$ cat config.mk
export PLATFORM = sky130hd
export DESIGN_NAME = sdram_port_arbiter_flat
export DESIGN_NICKNAME = d
export VERILOG_FILES = /design/src/rtl/sdram_port_arbiter_pkg.sv /design/src/rtl/sdram_port_arbiter_if.sv /design/src/rtl/sdram_pending_counter.sv /design/src/rtl/sdram_port_arbiter.sv /design/src/flat_wrapper.sv
export SDC_FILE = /design/constraint.sdc
export NUM_CORES = 1
export LEC_CHECK = 0
export ABC_AREA = 1
export BUFFER_PORTS_ARGS = -buffer_cell sky130_fd_sc_hd__clkbuf_2
export CORE_MARGIN = 2
export CORE_UTILIZATION = 35
export DETAILED_ROUTE_END_ITERATION = 8
export PLACE_DENSITY_LB_ADDON = 0.3
export SYNTH_ARGS = -nofsm -noshare
export SYNTH_HDL_FRONTEND = slang
export SYNTH_SLANG_ARGS = --single-unit
export TNS_END_PERCENT = 30
$ cat constraint.sdc
create_clock -name iCLK -period 2.7 [get_ports iCLK]
set_input_delay 0.405 -clock iCLK [delete_from_list [all_inputs] [get_ports iCLK]]
set_output_delay 0.405 -clock iCLK [all_outputs]
set_load 0.005 [all_outputs]
$ cat src/rtl/sdram_port_arbiter_pkg.sv
// Shared types and widths for the SDRAM port arbiter slice.
package sdram_port_arbiter_pkg;

    localparam int unsigned SDRAM_ADDR_W = 25;
    localparam int unsigned SDRAM_DATA_W = 16;

    typedef enum logic [1:0] {
        ARB_IDLE   = 2'd0,
        ARB_GNT_RD = 2'd1,
        ARB_GNT_WR = 2'd2
    } arb_state_t;

    // Width of the burst counter: must represent BURST_MAX itself.
    function automatic int unsigned burst_cnt_w(input int unsigned burst_max);
        return $clog2(burst_max) + 1;
    endfunction

endpackage

$ cat src/rtl/sdram_port_arbiter_if.sv
// Writer, reader and Avalon slave-side signals bundled for the arbiter.
interface sdram_port_arbiter_if
    import sdram_port_arbiter_pkg::*;
#(
    parameter int unsigned ADDR_W = SDRAM_ADDR_W,
    parameter int unsigned DATA_W = SDRAM_DATA_W
);
    // Writer
    logic              iWR_REQ;
    logic [ADDR_W-1:0] iWR_ADDR;
    logic [DATA_W-1:0] iWR_DATA;
    logic              oWR_WAIT;
    // Reader
    logic              iRD_REQ;
    logic [ADDR_W-1:0] iRD_ADDR;
    logic              oRD_WAIT;
    logic [DATA_W-1:0] oRD_DATA;
    logic              oRD_DATAVALID;
    // Avalon slave
    logic [ADDR_W-1:0] oAV_ADDR;
    logic [DATA_W-1:0] oAV_WRDATA;
    logic              oAV_READ_N;
    logic              oAV_WRITE_N;
    logic [DATA_W-1:0] iAV_RDDATA;
    logic              iAV_RDVALID;
    logic              iAV_WAIT;

    // Arbiter's view
    modport slave (
        input  iWR_REQ, iWR_ADDR, iWR_DATA, iRD_REQ, iRD_ADDR,
               iAV_RDDATA, iAV_RDVALID, iAV_WAIT,
        output oWR_WAIT, oRD_WAIT, oRD_DATA, oRD_DATAVALID,
               oAV_ADDR, oAV_WRDATA, oAV_READ_N, oAV_WRITE_N
    );

    // Environment's view (masters plus SDRAM controller)
    modport master (
        output iWR_REQ, iWR_ADDR, iWR_DATA, iRD_REQ, iRD_ADDR,
               iAV_RDDATA, iAV_RDVALID, iAV_WAIT,
        input  oWR_WAIT, oRD_WAIT, oRD_DATA, oRD_DATAVALID,
               oAV_ADDR, oAV_WRDATA, oAV_READ_N, oAV_WRITE_N
    );
endinterface

$ cat src/rtl/sdram_pending_counter.sv
// Outstanding-read counter: up on accept, down on returned data,
// saturating at both ends with a sticky underflow flag.
module sdram_pending_counter #(
    parameter int unsigned MAX_PENDING = 8,
    parameter int unsigned PEND_W      = 4
) (
    input  logic              clk,
    input  logic              rst_n,
    input  logic              i_inc,
    input  logic              i_dec,
    output logic [PEND_W-1:0] o_count,
    output logic              o_error
);

    logic [PEND_W-1:0] r_count;
    logic              r_error;

    // Count update; simultaneous inc/dec cancel, dec at zero flags an error.
    always_ff @(posedge clk) begin
        if (!rst_n) begin
            r_count <= '0;
            r_error <= 1'b0;
        end else begin
            if (i_dec && (r_count == '0)) begin
                r_error <= 1'b1;
            end
            if (i_inc && !i_dec) begin
                if (r_count < PEND_W'(MAX_PENDING)) begin
                    r_count <= r_count + PEND_W'(1);
                end
            end else if (i_dec && !i_inc) begin
                if (r_count != '0) begin
                    r_count <= r_count - PEND_W'(1);
                end
            end
        end
    end

    assign o_count = r_count;
    assign o_error = r_error;

endmodule

$ cat src/rtl/sdram_port_arbiter.sv
// Two-master arbiter in front of the SDRAM controller's Avalon-MM port:
// read-priority grant, burst cap for fairness, bounded outstanding reads.
module sdram_port_arbiter
    import sdram_port_arbiter_pkg::*;
#(
    parameter int unsigned ADDR_W      = SDRAM_ADDR_W,
    parameter int unsigned DATA_W      = SDRAM_DATA_W,
    parameter int unsigned BURST_MAX   = 16,
    parameter int unsigned MAX_PENDING = 8,
    parameter int unsigned PEND_W      = 4
) (
    input  logic                      iCLK,
    input  logic                      iRST_N,
    sdram_port_arbiter_if.slave       bus,
    output logic [PEND_W-1:0]         oPENDING,
    output logic                      oERROR
);

    localparam int unsigned CNT_W = burst_cnt_w(BURST_MAX);

    arb_state_t        r_state;
    logic [CNT_W-1:0]  r_cnt;

    logic [PEND_W-1:0] w_pending;
    logic              w_error;
    logic              w_rd_room;
    logic              w_rd_issue;
    logic              w_rd_accept;
    logic              w_wr_accept;
    logic [CNT_W-1:0]  w_cnt_inc;
    logic              w_cap_hit;
    logic [CNT_W-1:0]  w_cnt_sat;

    logic [ADDR_W-1:0] w_av_addr;
    logic [DATA_W-1:0] w_av_wrdata;
    logic              w_av_read_n;
    logic              w_av_write_n;
    logic              w_wr_wait;
    logic              w_rd_wait;

    // Issue/accept qualifiers and burst-counter arithmetic.
    always_comb begin
        w_rd_room   = (w_pending < PEND_W'(MAX_PENDING));
        w_rd_issue  = (r_state == ARB_GNT_RD) && bus.iRD_REQ && w_rd_room;
        w_rd_accept = w_rd_issue && !bus.iAV_WAIT;
        w_wr_accept = (r_state == ARB_GNT_WR) && bus.iWR_REQ && !bus.iAV_WAIT;
        w_cnt_inc   = r_cnt + CNT_W'(1);
        w_cap_hit   = (w_cnt_inc == CNT_W'(BURST_MAX));
        w_cnt_sat   = (w_cnt_inc > CNT_W'(BURST_MAX - 1)) ? CNT_W'(BURST_MAX - 1) : w_cnt_inc;
    end

    // Grant FSM and burst counter; a grant only moves when its master drops
    // the request or completes an accepted command at the burst cap.
    always_ff @(posedge iCLK) begin
        if (!iRST_N) begin
            r_state <= ARB_IDLE;
            r_cnt   <= '0;
        end else begin
            case (r_state)
                ARB_IDLE: begin
                    r_cnt <= '0;
                    if (bus.iRD_REQ) begin
                        r_state <= ARB_GNT_RD;
                    end else if (bus.iWR_REQ) begin
                        r_state <= ARB_GNT_WR;
                    end
                end
                ARB_GNT_RD: begin
                    if (!bus.iRD_REQ) begin
                        r_state <= bus.iWR_REQ ? ARB_GNT_WR : ARB_IDLE;
                        r_cnt   <= '0;
                    end else if (w_rd_accept) begin
                        if (w_cap_hit && bus.iWR_REQ) begin
                            r_state <= ARB_GNT_WR;
                            r_cnt   <= '0;
                        end else begin
                            r_cnt <= w_cnt_sat;
                        end
                    end
                end
                ARB_GNT_WR: begin
                    if (!bus.iWR_REQ) begin
                        r_state <= bus.iRD_REQ ? ARB_GNT_RD : ARB_IDLE;
                        r_cnt   <= '0;
                    end else if (w_wr_accept) begin
                        if (w_cap_hit && bus.iRD_REQ) begin
                            r_state <= ARB_GNT_RD;
                            r_cnt   <= '0;
                        end else begin
                            r_cnt <= w_cnt_sat;
                        end
                    end
                end
                default: begin
                    r_state <= ARB_IDLE;
                    r_cnt   <= '0;
                end
            endcase
        end
    end

    // Slave-side command and master stalls, driven from the current grant.
    always_comb begin
        w_av_addr    = '0;
        w_av_wrdata  = '0;
        w_av_read_n  = 1'b1;
        w_av_write_n = 1'b1;
        w_wr_wait    = 1'b1;
        w_rd_wait    = 1'b1;
        case (r_state)
            ARB_GNT_RD: begin
                w_av_read_n = !w_rd_issue;
                w_av_addr   = bus.iRD_ADDR;
                w_rd_wait   = bus.iAV_WAIT || !w_rd_issue;
            end
            ARB_GNT_WR: begin
                w_av_write_n = !bus.iWR_REQ;
                w_av_addr    = bus.iWR_ADDR;
                w_av_wrdata  = bus.iWR_DATA;
                w_wr_wait    = bus.iAV_WAIT;
            end
            default: begin
            end
        endcase
    end

    sdram_pending_counter #(
        .MAX_PENDING (MAX_PENDING),
        .PEND_W      (PEND_W)
    ) u_pending (
        .clk     (iCLK),
        .rst_n   (iRST_N),
        .i_inc   (w_rd_accept),
        .i_dec   (bus.iAV_RDVALID),
        .o_count (w_pending),
        .o_error (w_error)
    );

    assign bus.oAV_ADDR      = w_av_addr;
    assign bus.oAV_WRDATA    = w_av_wrdata;
    assign bus.oAV_READ_N    = w_av_read_n;
    assign bus.oAV_WRITE_N   = w_av_write_n;
    assign bus.oWR_WAIT      = w_wr_wait;
    assign bus.oRD_WAIT      = w_rd_wait;
    // Slave returns reads in order and only the reader consumes them.
    assign bus.oRD_DATA      = bus.iAV_RDDATA;
    assign bus.oRD_DATAVALID = bus.iAV_RDVALID;
    assign oPENDING          = w_pending;
    assign oERROR            = w_error;

endmodule

$ cat src/flat_wrapper.sv
// flat-port wrapper written by rule: the top's interface ports become plain ports
module sdram_port_arbiter_flat import sdram_port_arbiter_pkg::*;
#(
    parameter int unsigned ADDR_W      = SDRAM_ADDR_W,
    parameter int unsigned DATA_W      = SDRAM_DATA_W,
    parameter int unsigned BURST_MAX   = 16,
    parameter int unsigned MAX_PENDING = 8,
    parameter int unsigned PEND_W      = 4
)
  (iCLK, iRST_N, oPENDING, oERROR, bus_iWR_REQ, bus_iWR_ADDR, bus_iWR_DATA, bus_iRD_REQ, bus_iRD_ADDR, bus_iAV_RDDATA, bus_iAV_RDVALID, bus_iAV_WAIT, bus_oWR_WAIT, bus_oRD_WAIT, bus_oRD_DATA, bus_oRD_DATAVALID, bus_oAV_ADDR, bus_oAV_WRDATA, bus_oAV_READ_N, bus_oAV_WRITE_N);
  sdram_port_arbiter_if #(.ADDR_W(ADDR_W), .DATA_W(DATA_W)) bus_i ();
  input  logic iCLK;
  input  logic iRST_N;
  output logic [PEND_W-1:0] oPENDING;
  output logic oERROR;
  input wire logic [$bits(bus_i.iWR_REQ)-1:0] bus_iWR_REQ;
  input wire logic [$bits(bus_i.iWR_ADDR)-1:0] bus_iWR_ADDR;
  input wire logic [$bits(bus_i.iWR_DATA)-1:0] bus_iWR_DATA;
  input wire logic [$bits(bus_i.iRD_REQ)-1:0] bus_iRD_REQ;
  input wire logic [$bits(bus_i.iRD_ADDR)-1:0] bus_iRD_ADDR;
  input wire logic [$bits(bus_i.iAV_RDDATA)-1:0] bus_iAV_RDDATA;
  input wire logic [$bits(bus_i.iAV_RDVALID)-1:0] bus_iAV_RDVALID;
  input wire logic [$bits(bus_i.iAV_WAIT)-1:0] bus_iAV_WAIT;
  output wire logic [$bits(bus_i.oWR_WAIT)-1:0] bus_oWR_WAIT;
  output wire logic [$bits(bus_i.oRD_WAIT)-1:0] bus_oRD_WAIT;
  output wire logic [$bits(bus_i.oRD_DATA)-1:0] bus_oRD_DATA;
  output wire logic [$bits(bus_i.oRD_DATAVALID)-1:0] bus_oRD_DATAVALID;
  output wire logic [$bits(bus_i.oAV_ADDR)-1:0] bus_oAV_ADDR;
  output wire logic [$bits(bus_i.oAV_WRDATA)-1:0] bus_oAV_WRDATA;
  output wire logic [$bits(bus_i.oAV_READ_N)-1:0] bus_oAV_READ_N;
  output wire logic [$bits(bus_i.oAV_WRITE_N)-1:0] bus_oAV_WRITE_N;
  assign bus_i.iWR_REQ = bus_iWR_REQ;
  assign bus_i.iWR_ADDR = bus_iWR_ADDR;
  assign bus_i.iWR_DATA = bus_iWR_DATA;
  assign bus_i.iRD_REQ = bus_iRD_REQ;
  assign bus_i.iRD_ADDR = bus_iRD_ADDR;
  assign bus_i.iAV_RDDATA = bus_iAV_RDDATA;
  assign bus_i.iAV_RDVALID = bus_iAV_RDVALID;
  assign bus_i.iAV_WAIT = bus_iAV_WAIT;
  assign bus_oWR_WAIT = bus_i.oWR_WAIT;
  assign bus_oRD_WAIT = bus_i.oRD_WAIT;
  assign bus_oRD_DATA = bus_i.oRD_DATA;
  assign bus_oRD_DATAVALID = bus_i.oRD_DATAVALID;
  assign bus_oAV_ADDR = bus_i.oAV_ADDR;
  assign bus_oAV_WRDATA = bus_i.oAV_WRDATA;
  assign bus_oAV_READ_N = bus_i.oAV_READ_N;
  assign bus_oAV_WRITE_N = bus_i.oAV_WRITE_N;
  sdram_port_arbiter #(.ADDR_W(ADDR_W), .DATA_W(DATA_W), .BURST_MAX(BURST_MAX), .MAX_PENDING(MAX_PENDING), .PEND_W(PEND_W)) u_core (.iCLK(iCLK), .iRST_N(iRST_N), .bus(bus_i), .oPENDING(oPENDING), .oERROR(oERROR));
endmodule
==> results.json, run 1 <==
{
  "status": "completed",
  "fin_nets": 463,
  "hp-class": "input pin to flip-flop",
  "grt_usage_pct": 17.3,
  "synthAdderAreaFrac_pct": 9.89,
  "synth-main-ff-cell": "dfxtp_1",
  "cpPeakStageDelay_ns": 0.32,
  "fin_setup_tns_ns": 0,
  "maxCapViolCount": 0,
  "ant_nets": 0,
  "die_y_um": 68.8,
  "synth-compound-area-share_pct": 16.6,
  "hold_viol_final": 0,
  "io_pins": 155,
  "synthMuxAreaShare_pct": 0,
  "antenna_found_initial": 0,
  "skew_ns": 0.000540,
  "cts_buffers": 3,
  "tritoncts": "yes",
  "synthCells": 260,
  "period_share_pct": 88.7,
  "place_congestion": 0.843,
  "p_leak_nw": 1.24,
  "crit_top_cell": "nor2_1",
  "drt_iter0_markers": 39,
  "crit_type": "flip-flop to flip-flop",
  "finalSetupViolations": 0,
  "rows": 23,
  "yosysUniqueCellTypes": 24,
  "design.core.area_um2": 4030,
  "syn_area_um2": 1470,
  "area_growth_pct": 40.7,
  "path_cells": "inv_1, ha_1, nand2_1, inv_1, nand2_1, nor2_1, ha_1, inv_1, ha_1, a21o_1, a21oi_1, nor2_1, nor2_1, nand2_1, nor2_1, nor2_1",
  "async_flop_share_pct": 0,
  "worst_pin_slew_ns": 0.537,
  "layout_commonest_cell": "clkbuf_2",
  "synth_top_family_by_area": "simple AND/OR/NAND/NOR gates",
  "ys_seq_elements": 12,
  "die_x_um": 68.8,
  "syn-num-nets": 359,
  "clock.fmax_mhz": 418,
  "h-tree-depth": 1,
  "yosysWarnings": 0,
  "critPathRequiredTime_ns": 2.84,
  "clock_path_buffers": 2,
  "synth_edf_count": 0,
  "grt_pass1_vias": 1439,
  "drive_gt1_share_pct": 38.0,
  "first_pass_iters": 4,
  "cts_sinks": 12,
  "viasPerCell": 4.51,
  "final_cell_mix": "clkbuf_2, nand2_1, inv_1, a21oi_1",
  "postCtsHoldBufs": 0,
  "n_fill_cell": 440,
  "drt-total-wl_mm": 4.58,
  "rsz0062_at_grt": "false",
  "synthSimpleGateAreaFrac_pct": 34.4,
  "grt_pass1_wl_mm": 6.26,
  "timing.final.max_slew_violations": 0,
  "ir_drop_mv": 0.501,
  "dpl.hpwl_mm": 3.89,
  "power_mw": 1.69,
  "wire_per_inst_um": 11.1,
  "num_antenna_cells": 0,
  "cts_setup_buffers": 0,
  "vias": 1862,
  "cts_root_buf": "clkbuf_8",
  "die_area_um2": 4730,
  "synth_area_leaders": "nand2_1, dfxtp_1, a21oi_1",
  "p_per_area_nw_per_um2": 820,
  "crit_arrival_ns": 2.53,
  "grt_overflow": 0,
  "drc_errors": 0,
  "crit_path_max_fanout": 4,
  "worstSetupEndpointType": "flip-flop",
  "startpoint_type": "flip-flop",
  "grt_max_degree": 27,
  "period_needed_ns": 2.39,
  "path_clk_slew_ns": 0.05,
  "holdWs_ns": 0.442,
  "syn_avg_cell_area_um2": 5.64,
  "yosysTopAreaCell": "nand2_1",
  "port_buffers": 122,
  "slew_headroom_pct": 64.2,
  "clk_latency_ns": 0.24,
  "synth_xor_area_share_pct": 1.19,
  "ys_seq_area_share_pct": 16.4,
  "ctsResizeCount": 0,
  "synth_top_area_share_pct": 24.8,
  "crit_slowest_cell": "dfxtp_1",
  "start_util_pct": 36.4
}
## cell type report
cell class | count | area (µm²) | share of cell area [%]
multi-input cells | 183 | 911 | 44.1
repair buffers | 126 | 653 | 31.6
flip-flops and latches | 12 | 240 | 11.6
inverters | 38 | 143 | 6.91
well taps | 50 | 62.6 | 3.03
clock buffers | 4 | 55.1 | 2.67
## critical path: cells and delay by family (launching register included)
kind,cells,cell delay (ns)
adder cells (fa/ha/maj),3,0.68
AO/OA/AOI/OAI,2,0.35
buffers and inverters,3,0.33
flip-flops,1,0.32
AND/OR/NAND/NOR,8,0.63
## through the flow
step | setup slack [ns] | instance area (µm²) | cells | utilization [%]
after floorplan | 0.395 | 1470 | 260 | -
final | 0.305 | 2060 | 413 | 51.2
after detailed placement | 0.327 | 2010 | 409 | 49.9
after CTS | 0.310 | 2060 | 413 | 51.2
after global routing | 0.0558 | 2060 | 413 | 51.2
after global placement | 0.392 | 2010 | 409 | 49.9
## path summary, 6_finish.rpt
kind                                 start                          end  slack [ns]  cells past startpoint
hold / removal             bus_iAV_RDVALID     u_core.u_pending.o_error        0.44                      3
setup / recovery         u_core.r_state[1]  u_core.u_pending.o_count[3]        0.31                     16
setup reg to reg         u_core.r_state[1]  u_core.u_pending.o_count[3]        0.31                     16
hold reg to reg   u_core.u_pending.o_error     u_core.u_pending.o_error        0.46                      2
## cells by family after synthesis
family	after synthesis
flops	12
xor+xnor	2
compound gates	46
buf+inv	65
fa+ha+maj	11
simple gates	124
## cells in the mapped netlist, drive strengths merged, types with 2 or more instances
master	number
xor2	2
o21ai	7
buf	19
nand2	100
nand4	3
clkbuf	8
inv	38
ha	10
dfxtp	12
nor3	2
a21oi	37
nor2	13
nand3	5
## power by group
group | switching [mW] | leakage, nW | internal (mW)
sequential | 0.0543 | 0.0982 | 0.226
clock | 0.0671 | 0.0288 | 0.129
combinational | 0.730 | 1.11 | 0.487
## registers in the layout, indices dropped and copies added, names as in the netlist
signal	flops
u_core.r_cnt	5
u_core.u_pending.o_count	4
u_core.u_pending.o_error	1
u_core.r_state	2
## metal layers
metal,GRT usage [%],wire [µm]
met3,3.90,462
met5,0,0
met1,20.6,1830
met4,5.15,27
met2,30.9,2260
(Power assumes the default switching activity.)
==> run 2, diff against run 1 <==
ABC_CLOCK_PERIOD_IN_PS = 2700   (was default)
CORE_UTILIZATION = 37   (was 35)
SYNTH_HIERARCHICAL = 1   (was default)
==> results.json, run 2 <==
{
  "fin_cells": 433,
  "crit_type": "flip-flop to output pin",
  "synth-main-ff-cell": "dfxtp_1",
  "postCtsHoldBufs": 0,
  "regMostFlops": "u_core/r_cnt",
  "cts_setup_buffers": 0,
  "cts_root_buf": "clkbuf_8",
  "switching_power_mw": 0.845,
  "num_antenna_cells": 0,
  "worst_pin_slew_ns": 0.548,
  "maxCapViolCount": 0,
  "clk_latency_ns": 0.24,
  "finalSetupViolations": 0,
  "synth_common_cells": "nand2_1, inv_1, a21oi_1, buf_4, dfxtp_1",
  "grt_usage_pct": 19.2,
  "ant_nets": 0,
  "grt_max_degree": 31,
  "yosysUniqueCellTypes": 26,
  "syn_area_um2": 1580,
  "die_x_um": 69.3,
  "p_per_area_nw_per_um2": 768,
  "place_congestion": 0.831,
  "vias": 1978,
  "port_buffers": 122,
  "design.core.area_um2": 4060,
  "fin_nets": 483,
  "final_cell_mix": "clkbuf_2, nand2_1, inv_1, a21oi_1, dfxtp_1",
  "fin_setup_tns_ns": 0,
  "h-tree-depth": 1,
  "syn-num-nets": 380,
  "layout_commonest_cell": "clkbuf_2",
  "drc_errors": 0,
  "synthCells": 281,
  "synth_top_area_share_pct": 24.5,
  "cts_sinks": 12,
  "dpl.hpwl_mm": 3.95,
  "yosysTopAreaCell": "nand2_1",
  "clock.fmax_mhz": 453,
  "drive_gt1_share_pct": 38.1,
  "area_growth_pct": 37.6,
  "skew_ns": 0.00142,
  "grt_pass1_wl_mm": 7.85,
  "power_frac_comb_pct": 71.4,
  "grt_pass1_vias": 1818,
  "period_needed_ns": 2.21,
  "crit_arrival_ns": 1.80,
  "hp-class": "input pin to flip-flop",
  "clkPwrFrac_pct": 11.4,
  "die_area_um2": 4800,
  "async_flop_share_pct": 0,
  "largest_register_ffs": 5,
  "timing.final.max_slew_violations": 0,
  "clock_path_buffers": 2,
  "period_share_pct": 81.8,
  "ir_drop_mv": 0.513,
  "p_int_mw": 0.823,
  "cts_buffers": 3,
  "status": "completed",
  "crit_path_max_fanout": 30,
  "n_fill_cell": 422,
  "p_seq_share_pct": 17.2,
  "viasPerCell": 4.57,
  "rows": 23,
  "die_y_um": 69.3,
  "ys_seq_elements": 12,
  "swShare_pct": 50.7,
  "drt-total-wl_mm": 4.73,
  "rsz0062_at_grt": "false",
  "startpoint_type": "flip-flop",
  "io_pins": 155,
  "ctsResizeCount": 0,
  "first_pass_iters": 4,
  "grt_overflow": 0,
  "worstSetupEndpointType": "output pin",
  "wire_per_inst_um": 10.9,
  "synth_edf_count": 0,
  "start_util_pct": 38.9,
  "p_leak_nw": 1.31,
  "yosysWarnings": 6,
  "hold_viol_final": 0,
  "ys_seq_area_share_pct": 15.2,
  "synth_area_leaders": "nand2_1, dfxtp_1, a21oi_1",
  "yosysMostFrequentCell": "nand2_1",
  "tritoncts": "yes",
  "drt_iter0_markers": 45,
  "critPathRequiredTime_ns": 2.30,
  "syn_avg_cell_area_um2": 5.61,
  "place_inst": 429,
  "slew_headroom_pct": 63.4,
  "antenna_found_initial": 0,
  "path_clk_slew_ns": 0.05
}
[run 2: routing by layer]
layer  vias to the layer above  routed length, µm  track usage, %
li1                       1045                  -               -
met1                       863               1860            19.8
met2                        68               2500            38.8
met3                         2                358            4.51
met4                         0                 14            3.70
met5                         -                  0               0
[run 2: layout make-up]
type	instances	area (µm²)	area share (%)
clock buffers	4	55.1	2.54
repair buffers	125	646	29.7
multi-input cells	192	978	45.1
inverters	50	189	8.70
well taps	50	62.6	2.88
flip-flops and latches	12	240	11.1
[run 2: kinds of logic (layout without fill, tap and decap cells)]
logic type,Yosys count,count (layout),synth area share (%)
buf+inv,77,179,22.8
xor+xnor,3,3,1.67
fa+ha+maj,11,11,8.72
simple gates,135,135,37.7
flops,12,12,15.2
compound gates,43,43,13.9
[run 2: path summary, 6_finish.rpt]
path | slack [ns] | start | endpoint | cells past startpoint
setup / recovery | 0.49 | u_core/r_state[0] | bus_oAV_ADDR[18] | 6
hold / removal | 0.45 | iRST_N | u_core/r_state[0] | 3
setup reg to reg | 0.54 | u_core/r_state[1] | u_core/u_pending/o_count[2] | 14
hold reg to reg | 0.46 | u_core/u_pending/o_error | u_core/u_pending/o_error | 2
[run 2: stage by stage]
stage	utilization, %	hold WS (ns)	setup slack, ns	area, µm²	power [mW]
after global placement	52.1	0.443	0.629	2120	1.47
after global routing	53.5	0.455	0.303	2170	1.87
after floorplan	-	0.438	0.588	1580	1.08
after detailed placement	52.1	0.447	0.559	2120	1.49
final	53.5	0.447	0.491	2170	1.67
after CTS	53.5	0.437	0.475	2170	1.69
[run 2: worst max-delay path: stages, from the launching register on]
cell	delay [ns]
dfxtp_1	0.32
inv_1	0.11
ha_1	0.52
buf_12	0.25
nand2_1	0.07
a21oi_1	0.17
clkbuf_2	0.14
[run 2: power groups by stage]
stage	sequential [mW]	combinational, mW	clock [mW]
global placement	0.288	1.19	0
global route	0.292	1.36	0.210
CTS	0.285	1.20	0.198
detailed placement	0.288	1.20	0
floorplan	0.279	0.797	0
finish	0.286	1.19	0.191
